### src/rtl/dmem_arb_pkg.sv
// Shared types and default widths for the data-memory arbiter.
package dmem_arb_pkg;

    localparam int unsigned ADDR_W_DEF   = 32;
    localparam int unsigned DATA_W_DEF   = 32;
    localparam int unsigned MAX_LOCK_DEF = 8;
    localparam int unsigned CNT_W        = 8;
    localparam int unsigned PERF_W       = 32;

    typedef enum logic [1:0] {
        ARB   = 2'd0,
        LOCK  = 2'd1,
        FORCE = 2'd2
    } arb_state_e;

    typedef enum logic {
        OWN_CPU = 1'b0,
        OWN_DMA = 1'b1
    } owner_e;

    typedef struct packed {
        logic cpu;
        logic dma;
    } gnt_t;

endpackage

### src/rtl/rr_lock_fsm.sv
// Round-robin arbiter with a bounded DMA burst lock.
// Grant vector is combinational from the requests and the registered state.
module rr_lock_fsm
    import dmem_arb_pkg::*;
#(
    parameter int unsigned MAX_LOCK = MAX_LOCK_DEF
) (
    input  logic clk,
    input  logic rst,
    input  logic cpu_req,
    input  logic dma_req,
    input  logic dma_lock,
    output gnt_t gnt_c
);

    localparam logic [CNT_W-1:0] MAX_C = CNT_W'(MAX_LOCK);
    localparam logic [CNT_W-1:0] ONE_C = CNT_W'(1);

    arb_state_e       state, state_n;
    owner_e           last_gnt, last_n;
    logic [CNT_W-1:0] lock_cnt, cnt_n;
    logic             cpu_g, dma_g, use_arb;

    // State, last owner and lock counter registers.
    always_ff @(posedge clk or negedge rst) begin
        if (!rst) begin
            state    <= ARB;
            last_gnt <= OWN_DMA;
            lock_cnt <= '0;
        end else begin
            state    <= state_n;
            last_gnt <= last_n;
            lock_cnt <= cnt_n;
        end
    end

    // Next state and grant selection.
    always_comb begin
        state_n = state;
        last_n  = last_gnt;
        cnt_n   = lock_cnt;
        cpu_g   = 1'b0;
        dma_g   = 1'b0;
        use_arb = 1'b0;

        case (state)
            ARB: use_arb = 1'b1;
            LOCK: begin
                if (dma_req && dma_lock) begin
                    dma_g  = 1'b1;
                    last_n = OWN_DMA;
                    cnt_n  = (lock_cnt >= MAX_C) ? lock_cnt : lock_cnt + ONE_C;
                    if ((cnt_n >= MAX_C) && cpu_req) begin
                        state_n = FORCE;
                    end
                end else begin
                    use_arb = 1'b1;
                end
            end
            FORCE: begin
                cpu_g   = cpu_req;
                last_n  = OWN_CPU;
                cnt_n   = '0;
                state_n = ARB;
            end
            default: begin
                state_n = ARB;
                cnt_n   = '0;
            end
        endcase

        // Plain round-robin, also used on the cycle a lock is released.
        if (use_arb) begin
            state_n = ARB;
            cnt_n   = '0;
            if (cpu_req && (!dma_req || (last_gnt == OWN_DMA))) begin
                cpu_g  = 1'b1;
                last_n = OWN_CPU;
            end else if (dma_req) begin
                dma_g  = 1'b1;
                last_n = OWN_DMA;
                if (dma_lock) begin
                    cnt_n   = ONE_C;
                    state_n = ((ONE_C >= MAX_C) && cpu_req) ? FORCE : LOCK;
                end
            end
        end

        gnt_c.cpu = cpu_g & rst;
        gnt_c.dma = dma_g & rst;
    end

endmodule

### src/rtl/dmem_arbiter.sv
// Two-port (CPU / DMA) arbiter for the single-port synchronous data memory.
// Optional stall counter enabled by DMEM_ARB_PERF_EN.
module dmem_arbiter
    import dmem_arb_pkg::*;
#(
    parameter int unsigned ADDR_W   = ADDR_W_DEF,
    parameter int unsigned DATA_W   = DATA_W_DEF,
    parameter int unsigned MAX_LOCK = MAX_LOCK_DEF
) (
`ifdef DMEM_ARB_PERF_EN
    input  logic                perf_clr,
    output logic [PERF_W-1:0]   cpu_stall_cnt,
`endif
    input  logic                clk,
    input  logic                rst,
    input  logic                cpu_req,
    input  logic                cpu_we,
    input  logic [ADDR_W-1:0]   cpu_addr,
    input  logic [DATA_W-1:0]   cpu_wdata,
    input  logic [DATA_W/8-1:0] cpu_be,
    output logic                cpu_gnt,
    output logic                cpu_stall,
    output logic                cpu_rvalid,
    output logic [DATA_W-1:0]   cpu_rdata,
    input  logic                dma_req,
    input  logic                dma_we,
    input  logic [ADDR_W-1:0]   dma_addr,
    input  logic [DATA_W-1:0]   dma_wdata,
    input  logic [DATA_W/8-1:0] dma_be,
    input  logic                dma_lock,
    output logic                dma_gnt,
    output logic                dma_rvalid,
    output logic [DATA_W-1:0]   dma_rdata,
    output logic                mem_en,
    output logic                mem_we,
    output logic [ADDR_W-1:0]   mem_addr,
    output logic [DATA_W-1:0]   mem_wdata,
    output logic [DATA_W/8-1:0] mem_be,
    input  logic [DATA_W-1:0]   mem_rdata
);

    gnt_t              gnt_c;
    logic [DATA_W-1:0] cpu_rdata_q, dma_rdata_q;

    rr_lock_fsm #(.MAX_LOCK(MAX_LOCK)) u_fsm (
        .clk      (clk),
        .rst      (rst),
        .cpu_req  (cpu_req),
        .dma_req  (dma_req),
        .dma_lock (dma_lock),
        .gnt_c    (gnt_c)
    );

    assign cpu_gnt   = gnt_c.cpu;
    assign dma_gnt   = gnt_c.dma;
    assign cpu_stall = cpu_req & ~gnt_c.cpu;

    // Memory port mux; idle bus is all zeros.
    always_comb begin
        mem_en    = gnt_c.cpu | gnt_c.dma;
        mem_we    = 1'b0;
        mem_addr  = '0;
        mem_wdata = '0;
        mem_be    = '0;
        if (gnt_c.cpu) begin
            mem_we    = cpu_we;
            mem_addr  = cpu_addr;
            mem_wdata = cpu_wdata;
            mem_be    = cpu_be;
        end else if (gnt_c.dma) begin
            mem_we    = dma_we;
            mem_addr  = dma_addr;
            mem_wdata = dma_wdata;
            mem_be    = dma_be;
        end
    end

    // Read flag tagged with its owner, captured at grant time.
    always_ff @(posedge clk or negedge rst) begin
        if (!rst) begin
            cpu_rvalid <= 1'b0;
            dma_rvalid <= 1'b0;
        end else begin
            cpu_rvalid <= gnt_c.cpu & ~cpu_we;
            dma_rvalid <= gnt_c.dma & ~dma_we;
        end
    end

    // Hold the last returned word for each port.
    always_ff @(posedge clk or negedge rst) begin
        if (!rst) begin
            cpu_rdata_q <= '0;
            dma_rdata_q <= '0;
        end else begin
            if (cpu_rvalid) cpu_rdata_q <= mem_rdata;
            if (dma_rvalid) dma_rdata_q <= mem_rdata;
        end
    end

    assign cpu_rdata = cpu_rvalid ? mem_rdata : cpu_rdata_q;
    assign dma_rdata = dma_rvalid ? mem_rdata : dma_rdata_q;

`ifdef DMEM_ARB_PERF_EN
    // Saturating count of CPU stall cycles.
    always_ff @(posedge clk or negedge rst) begin
        if (!rst) begin
            cpu_stall_cnt <= '0;
        end else if (perf_clr) begin
            cpu_stall_cnt <= '0;
        end else if (cpu_stall && (cpu_stall_cnt != {PERF_W{1'b1}})) begin
            cpu_stall_cnt <= cpu_stall_cnt + PERF_W'(1);
        end
    end
`endif

endmodule

### config.mk
export PLATFORM = sky130hd
export DESIGN_NAME = dmem_arbiter
export DESIGN_NICKNAME = d
export VERILOG_FILES = /design/src/rtl/dmem_arb_pkg.sv /design/src/rtl/rr_lock_fsm.sv /design/src/rtl/dmem_arbiter.sv
export SDC_FILE = /design/constraint.sdc
export NUM_CORES = 1
export LEC_CHECK = 0
export BUFFER_PORTS_ARGS = -buffer_cell sky130_fd_sc_hd__buf_2
export CAP_MARGIN = 5
export CORE_AREA = 5 5 117 119
export CTS_CLUSTER_DIAMETER = 40
export DETAILED_ROUTE_END_ITERATION = 8
export DIE_AREA = 0 0 122 124
export PLACE_DENSITY = 0.71
export SETUP_SLACK_MARGIN = 0.02
export SLEW_MARGIN = 10
export SYNTH_ARGS = -nofsm -noshare
export SYNTH_HDL_FRONTEND = slang
export SYNTH_HIERARCHICAL = 1
export SYNTH_SLANG_ARGS = --single-unit
export TNS_END_PERCENT = 30
### constraint.sdc
create_clock -name clk -period 2.92 [get_ports clk]
set_input_delay 0.584 -clock clk [delete_from_list [all_inputs] [get_ports clk]]
set_output_delay 0.584 -clock clk [all_outputs]
set_load 0.01 [all_outputs]
; Yosys cells after proc, flatten, opt, wreduce, memory -nomap -nowiden
; Cells that the tools add are included.
[word_totals]
regBits = 77
latch_bits = 0
ram_bits = 0
romBits = 0
output_inout_bits = 139
elab_cells = 71
memories = 0
[classes]
addsub = 1
multipliers = 0
div = 0
n_lt_le_gt_ge = 2
n_eq_ne = 5
shift = 0
n_mux = 39
bitwise_logic = 9
n_reduce_logical = 8
[op_table]
columns = operator, n
row1 = 32-bit two-way mux, 6
row2 = 8-bit two-way mux, 5
row3 = 1-bit two-way mux, 17
row4 = "8-bit by 4-bit greater-or-equal comparator with 1-bit output, second input constant", 2
row5 = 8-bit one-hot mux with 2 select lines, 1
row6 = 2-bit two-way mux, 5
row7 = "8-bit by 1-bit adder with 8-bit output, second input constant", 1
row8 = 4-bit two-way mux, 2
row9 = "3-bit by 1-bit != test with 1-bit output, second input constant", 2
row10 = 1-bit bitwise AND, 5
row11 = 1-bit one-hot mux with 2 select lines, 2
row12 = 2-bit one-hot mux with 2 select lines, 1
row13 = 1-bit logical AND, 3
row14 = 1-bit NOT, 3
row15 = 3-bit AND reduction, 1
row16 = "2-bit by 1-bit == test with 1-bit output, second input constant", 1
row17 = "2-bit == test, second input constant", 1
row18 = 2-bit zero test, 1
row19 = "2-bit by 1-bit != test with 1-bit output, second input constant", 1
row20 = 2-bit AND reduction, 1
row21 = 1-bit zero test, 1
row22 = 1-bit logical OR, 1
row23 = 1-bit bitwise OR, 1

; Logic depth before layout (Yosys ltp)
; Gate-level depths: netlist (run 1).
[logic_depth]
ltp_word = 9
mapped_depth = 10

; Hierarchy
; The synthesis (run 1) kept the hierarchy.
[modules_own_cells]
columns = module, instances, cells_per_inst, area_per_inst_um2, seq_area_each_um2
row1 = dmem_arbiter, 1, 230, 3164.3, 1651.6
row2 = rr_lock_fsm, 1, 61, 609.3, 276.5

; Least setup slack after synthesis (run 1)
; Ideal clock, no wire load.
[synth_timing]
kind = reg2out
startpoint = reg u_fsm.state[0]
endpoint = out mem_addr[10]
t_arrival_ns = 1.927
t_required_ns = 2.336
setup_slack_ns = 0.409
path_stages_with_launch = 11
path_buffers = 3
path_cell_list = dfrtp_1 > inv_1 > ha_1 > o21ai_1 > a21o_1 > a21boi_1 > nor2b_4 > buf_6 > buf_6 > buf_6 > a22o_1
[synth_between]
elab_cells_between_ends = 15
[synth_lines]
columns = item, line
row1 = "start, declared", rr_lock_fsm.sv:19  ; arb_state_e state, state_n;
row2 = "start signal, assigned", rr_lock_fsm.sv:31  ; state <= state_n;
row3 = 2-bit == test, rr_lock_fsm.sv:46  ; case (state)
row4 = 1-bit two-way mux, rr_lock_fsm.sv:46
row5 = 1-bit two-way mux, rr_lock_fsm.sv:76  ; if (cpu_req && (!dma_req || (last_gnt == OWN_DMA))) begin
row6 = 1-bit two-way mux (*), rr_lock_fsm.sv:73  ; if (use_arb) begin
row7 = 1-bit bitwise AND (*), rr_lock_fsm.sv:89  ; gnt_c.cpu = cpu_g & rst;
row8 = via cpu_gnt, dmem_arbiter.sv:21  ; output logic cpu_gnt,
row9 = 32-bit two-way mux (*), dmem_arbiter.sv:65  ; if (gnt_c.cpu) begin
row10 = "end, declared", dmem_arbiter.sv:36  ; output logic [ADDR_W-1:0] mem_addr,
; Mark *: on every way through the listed nets, which the timed path passes. The rest lies on a longest branch.

; Worst setup path after layout (run 1)
[layout_timing]
startpoint = reg u_fsm.state[1]
endpoint = out mem_wdata[18]
[layout_between]
elab_chain_len = 8
elab_cells_between_ends = 15
[layout_rtl]
columns = item, line
row1 = 2-bit by 1-bit == test with 1-bit output, rr_lock_fsm.sv:46
row2 = 1-bit two-way mux, rr_lock_fsm.sv:46
row3 = 1-bit two-way mux, rr_lock_fsm.sv:79  ; end else if (dma_req) begin
row4 = 1-bit two-way mux, rr_lock_fsm.sv:76
row5 = 1-bit two-way mux, rr_lock_fsm.sv:73
row6 = 1-bit bitwise AND, rr_lock_fsm.sv:90  ; gnt_c.dma = dma_g & rst;
row7 = 32-bit two-way mux, dmem_arbiter.sv:70  ; end else if (gnt_c.dma) begin
row8 = 32-bit two-way mux (*), dmem_arbiter.sv:65
row9 = "end, declared", dmem_arbiter.sv:37  ; output logic [DATA_W-1:0] mem_wdata,
; Mark *: on every way between the ends. The rest lies on a longest branch, timed or not.

==> impl_metrics.env, run 1 <==
export IMPL_status="complete, no violations"
export IMPL_netlist_area_um2=3770
export IMPL_num_rows=41
export IMPL_avgViaCountPerCell=4.81
export IMPL_drive_gt1_share_pct=58.4
export IMPL_ios=314
export IMPL_tightest_slew_ns=0.958
export IMPL_whs_path_depth=2
export IMPL_wl_met3_mm=1.90
export IMPL_synth_seq_cells=77
export IMPL_crit_type="reg -> out"
export IMPL_relSlewSlack_pct=36.1
export IMPL_cpPeakStageDelay_ns=0.39
export IMPL_reg2regPathDepth=9
export IMPL_finalSetupTns_ns=0
export IMPL_dp_cells=760
export IMPL_leakage_uw=0.00323
export IMPL_worstHoldPathType="in -> reg"
export IMPL_cts_sinks=77
export IMPL_area_growth_pct=59.7
export IMPL_cp_max_fo=23
export IMPL_synth_edf_count=0
export IMPL_die_y_um=124
export IMPL_finalClockSkew_ns=0.00425
export IMPL_htreeDepth=3
export IMPL_synth_ff_type="dfrtp_1"
export IMPL_start_util_pct=30.3
export IMPL_setup_viol=0
export IMPL_avgSynthCellArea_um2=13.0
export IMPL_report_power_total_uw=3640
export IMPL_synth_seq_area_share_pct=51.1
export IMPL_fill_cells=1166
export IMPL_first_iter_violations=176
export IMPL_hold_path_endpoint="dma_rvalid"
export IMPL_route_top_layer_used="met5"
export IMPL_power_density_nw_per_um2=604
export IMPL_wl_met2_mm=8.25
export IMPL_ys_types=32
export IMPL_cts_tree="yes"
export IMPL_async_flop_share_pct=100
export IMPL_grt_antenna_before_repair=10
export IMPL_core_um2=12500
export IMPL_fin_crit_sh_pct=97.6
export IMPL_crit_path_end_kind="output port"
export IMPL_final_cells=789
export IMPL_min_period_ns=2.85
export IMPL_arrival_ns=2.27
export IMPL_max_cap_violations=0
export IMPL_die_x_um=122
export IMPL_hold_viol_final=0
export IMPL_crit_slowest_cell="dfrtp_1"
export IMPL_clk_pin_slew_worst_paths_ns=0.05
export IMPL_clock_latency_ns=0.33
export IMPL_cts_made_buffers=9
export IMPL_grt_pass1_wl_mm=21.9
export IMPL_numPortBuffers=313
export IMPL_gp_congestion=0.891
export IMPL_crit_required_ns=2.34
export IMPL_drv_slew=0
export IMPL_die_area_um2=15100
export IMPL_worstPathCellList="inv_2 -> ha_4 -> o21ai_1 -> a21o_1 -> a21boi_4 -> nor2b_4 -> buf_12 -> clkbuf_16 -> a22o_1 -> buf_2"
export IMPL_yosysWarnings=6
export IMPL_grt_max_degree=78
export IMPL_wl_mm=15.7
export IMPL_drc_errors=0
export IMPL_wl_per_cell_um=19.9
export IMPL_hold_buffers=0
export IMPL_rrSetupSlack_ns=1.07
export IMPL_nNetsFinal=792
export IMPL_worstHoldStart="dma_we"
export IMPL_r2r_end="cpu_rvalid"
export IMPL_grt_usage_pct=19.1
export IMPL_overflow=0
export IMPL_synth_cells=291
export IMPL_r2r_start="u_fsm/state[1]"
export IMPL_met1_length_mm=5.19
export IMPL_syn_nets=471
export IMPL_fmax_ghz=0.351
export IMPL_stdcell_area_um2=6030
export IMPL_peakVddDrop_uv=256
export IMPL_grt_pass1_vias=3945
export IMPL_start_kind="flop"
export IMPL_cts_root_buffer_cell="clkbuf_16"
export IMPL_ant_nets=0
export IMPL_via_count=3794
export IMPL_rsz0062_at_grt="yes"
export IMPL_cts_buffer_depth=2
export IMPL_drtPass1Iterations=4
export IMPL_dpl_cell_area_um2=5510
export IMPL_dpl_hpwl_mm=12.5
## power by group
group          internal [uW]  switching, uW
registers               1320           58.2
logic                    564            644
clock network            655            397
## placed cells by master, fill, tap and decap left out, drive strengths merged, types with 2 or more instances in the layout
cell      count
a21boi        3
nor2          3
dfrtp        76
mux2         64
nand2         8
nor2b         4
o21ai         8
and2          4
clkbuf       14
a22o         68
clkinvlp      2
xnor2         2
a21oi         4
inv           6
buf         331
ha            5
## cells by family (layout without fill, tap and decap cells)
kind of cell	after synthesis	after routing	synth area share [%]
AO/OA/AOI/OAI	85	85	18.6
XOR/XNOR	2	2	0.464
adder cells (fa/ha/maj)	5	5	1.66
buffers and inverters	30	355	4.44
flip-flops	77	77	51.1
multiplexers	64	64	19.1
other	0	1	0
AND/OR/NAND/NOR	28	28	4.64
## layout make-up
| cell class | count | area, um2 | area share [%] |
|---|---|---|---|
| inverter | 6 | 22.5 | 0.374 |
| antenna | 1 | 2.50 | 0.0415 |
| clock inverter | 4 | 50.0 | 0.830 |
| clock buffer | 11 | 233 | 3.86 |
| timing repair buffer | 334 | 1860 | 30.9 |
| multi-input combinational | 184 | 1710 | 28.4 |
| tap | 172 | 215 | 3.57 |
| sequential | 77 | 1930 | 32.0 |
## sequential cells by signal, summed over array words and instances, names as in the netlist
signal / cells
cpu_rdata_q: 32
dma_rdata_q: 32
u_fsm/lock_cnt: 8
u_fsm/state: 2
cpu_rvalid: 1
dma_rvalid: 1
u_fsm/last_gnt: 1
## per-layer routing
metal  vias up  track usage [%]
li1       1731                -
met1      1818             20.4
met2       190             33.0
met3        37             9.67
met4        18             6.09
met5         -                0
## worst max-delay path by stage
stage	start	to	slack (ns)
floorplan	u_fsm/state[0]	mem_addr[10]	0.41
global placement	cpu_req	mem_addr[18]	0.30
detailed placement	cpu_req	mem_addr[18]	0.26
CTS	u_fsm/state[1]	mem_addr[31]	0.003
global route	u_fsm/state[1]	mem_we	-0.02
finish	u_fsm/state[1]	mem_wdata[18]	0.07
## worst max-delay path: cells and delay by family, from the launching register on
family / cells / cell delay, ns
AOI/OAI and AO/OA: 4 / 0.72
buffers and inverters: 4 / 0.59
DFF: 1 / 0.39
adders and majority gates: 1 / 0.17
and+or+nand+nor: 1 / 0.07
## synth_stat cells, types with 2 or more instances
master	count	area [um2]
dfrtp_1	76	1900
a22o_1	68	596
mux2_1	64	721
buf_2	20	100
nand2_1	8	30.0
inv_1	6	22.5
ha_1	5	62.6
a21oi_1	4	20.0
buf_6	4	45.0
o21ai_0	4	20.0
o21ai_1	4	20.0
and2_1	3	18.8
nor2b_1	3	18.8
a21boi_1	2	15.0
nor2_1	2	7.51
xnor2_1	2	17.5
## what timing repair did
| item | CTS | global route |
|---|---|---|
| buffers inserted | 2 | 7 |
| cloned | 1 | 3 |
| pin swaps | 0 | 3 |
| gates resized for setup | 0 | 8 |
| setup endpoints to repair | 50 | 72 |
## metrics by stage
| stage | setup WS [ns] | util, % | hold WS (ns) |
|---|---|---|---|
| after detailed placement | 0.257 | 44.2 | 0.467 |
| after CTS | 0.00284 | 46.8 | 0.410 |
| final | 0.0694 | 48.4 | 0.427 |
| after floorplan | 0.409 | - | 0.288 |
| after global placement | 0.302 | 44.2 | 0.459 |
| after global routing | -0.0242 | 48.4 | 0.411 |
Power figures use the tool's default switching activity.
==> run 2, diff against run 1 <==
- REMOVE_ABC_BUFFERS: not set -> 1
- clock period: 2.92 -> 3 ns (I/O delays scaled with it)
==> run 2 against run 1 <==
Routed wire length grew 3.0%. Sequential share of layout area grew 0.38 points. Worst hold slack gained 0.040 ns. Clock power grew 16%. Count of clock-buffer cells in the layout shrank 1. Non-clock buffer count shrank 11. Via count shrank 1.8%. Clock skew grew 0.0015 ns. Design area shrank 1.2%. Critical path type unchanged. Largest power group unchanged.
==> impl_metrics.env, run 2 (same netlist as run 1, synthesis figures left out) <==
export IMPL_status="complete, no violations"
export IMPL_avgViaCountPerCell=4.78
export IMPL_die_y_um=124
export IMPL_crit_path_end_kind="output port"
export IMPL_hold_viol_final=0
export IMPL_crit_start="u_fsm/state[0]"
export IMPL_cts_made_buffers=9
export IMPL_wl_mm=16.2
export IMPL_crit_required_ns=2.40
export IMPL_relSlewSlack_pct=35.6
export IMPL_dpl_worst_slack_ns=0.306
export IMPL_grt_usage_pct=20.1
export IMPL_numPortBuffers=313
export IMPL_start_kind="flop"
export IMPL_arrival_ns=2.31
export IMPL_nNetsFinal=781
export IMPL_core_um2=12500
export IMPL_reg2regPathDepth=8
export IMPL_drv_slew=0
export IMPL_dpl_hpwl_mm=13.6
export IMPL_ios=314
export IMPL_cts_buffer_depth=2
export IMPL_busiest_layer="met2"
export IMPL_pwr_share_comb_pct=31.0
export IMPL_first_iter_violations=299
export IMPL_pwr_share_clk_pct=32.8
export IMPL_via_count=3727
export IMPL_dp_cells=760
export IMPL_ant_nets=0
export IMPL_num_rows=41
export IMPL_sw_frac_of_total_pct=29.2
export IMPL_power_density_nw_per_um2=622
export IMPL_start_util_pct=30.3
export IMPL_setup_viol=0
export IMPL_grt_pass1_wl_mm=22.4
export IMPL_layout_commonest_cell="buf_2"
export IMPL_min_period_ns=2.91
export IMPL_report_power_total_uw=3700
export IMPL_htreeDepth=3
export IMPL_hold_buffers=0
export IMPL_final_cells=779
export IMPL_die_area_um2=15100
export IMPL_cp_max_fo=46
export IMPL_drc_errors=0
export IMPL_grt_use_met1_pct=23.4
export IMPL_clock_latency_ns=0.32
export IMPL_switching_power_uw=1080
export IMPL_grt_max_degree=78
export IMPL_max_cap_violations=0
export IMPL_rrSetupSlack_ns=1.15
export IMPL_cts_tree="yes"
export IMPL_use_met2_pct=33.1
export IMPL_drtPass1Iterations=4
export IMPL_p_int_uw=2620
export IMPL_crit_type="reg -> out"
export IMPL_wl_per_cell_um=20.8
export IMPL_overflow=0
export IMPL_reg_top3="cpu_rdata_q (32), dma_rdata_q (32), u_fsm/lock_cnt (8)"
export IMPL_gp_congestion=0.945
export IMPL_hold_path_endpoint="dma_rvalid"
export IMPL_whs_path_depth=2
export IMPL_clk_pin_slew_worst_paths_ns=0.06
export IMPL_finalSetupTns_ns=0
export IMPL_leakage_uw=0.00320
export IMPL_use_met3_pct=8.40
export IMPL_fin_ws_ns=0.0942
export IMPL_worstHoldStart="dma_we"
export IMPL_worstHoldPathType="in -> reg"
export IMPL_rsz0062_at_grt="no"
export IMPL_die_x_um=122
export IMPL_fill_cells=1189
export IMPL_layout_common_cells="buf_2, dfrtp_1, mux2_1"
export IMPL_fin_crit_sh_pct=96.9
export IMPL_cts_root_buffer_cell="clkbuf_16"
export IMPL_tightest_slew_ns=0.967
export IMPL_peakVddDrop_uv=227
export IMPL_r2r_end="cpu_rvalid"
export IMPL_fmax_ghz=0.344
export IMPL_cts_sinks=77
export IMPL_finalClockSkew_ns=0.00573
export IMPL_drive_gt1_share_pct=58.6
export IMPL_grt_antenna_before_repair=4
export IMPL_area_growth_pct=57.8
export IMPL_seqPwrFrac_pct=36.2
export IMPL_grt_pass1_vias=3855
export IMPL_r2r_start="u_fsm/state[0]"
[run 2: cell count changes in the layout (fill, tap and decap cells not counted), sizes merged]
cell      change
buf           -9
clkbuf        -3
bufinv        +2
clkinv        -1
clkinvlp      +1
[run 2: metal layers]
metal	vias to the layer above	share of wire [%]
met1	1772	37
met3	24	11
li1	1716	-
met4	6	2.1
met2	209	50
met5	-	0.20
[run 2: stage by stage]
stage          instance area [um2]  hold slack, ns  utilization [%]
2_1_floorplan                 3630           0.304                -
5_1_grt                       5950           0.452             47.8
4_1_cts                       5860           0.454             47.0
6_report                      5950           0.467             47.8
3_3_place_gp                  5510           0.460             44.2
3_5_place_dp                  5510           0.466             44.2
[run 2: power groups by stage]
stage | Clock, uW | Sequential (uW) | Combinational (uW)
2_1_floorplan | 0 | 1350 | 546
3_3_place_gp | 0 | 1350 | 1120
3_5_place_dp | 0 | 1360 | 1150
4_1_cts | 1250 | 1340 | 1150
5_1_grt | 1290 | 1370 | 1250
6_report | 1220 | 1340 | 1150
[run 2: layout make-up]
class	instances	area [um2]	area share (%)
Sequential cell	77	1930	32.4
Multi-Input combinational cell	184	1760	29.5
Timing Repair Buffer	323	1690	28.3
Clock buffer	10	229	3.85
Tap cell	172	215	3.61
Clock inverter	6	113	1.89
Inverter	6	22.5	0.378
Antenna cell	1	2.50	0.0420
[run 2: repair_timing]
action,in CTS,in global routing
gates resized for setup,2,10
setup endpoints to repair,3,69
setup buffers,0,1
cloned,0,1
pin swaps,0,1
[run 2: worst max-delay path by stage]
stage | slack [ns] | cells after the start | endpoint
floorplan | -2.49 | 7 | mem_we
global placement | 0.35 | 8 | mem_addr[12]
detailed placement | 0.31 | 8 | mem_addr[12]
CTS | 0.004 | 9 | mem_addr[12]
global route | 0.01 | 9 | mem_wdata[10]
finish | 0.09 | 9 | mem_wdata[25]
[run 2: critical path, stage by stage, from the launching register on]
cell,delay (ns)
dfrtp_1,0.43
inv_2,0.10
ha_4,0.17
o21ai_1,0.08
a21o_1,0.22
a21boi_4,0.27
nor2b_4,0.08
buf_12,0.18
a22o_1,0.26
buf_2,0.16
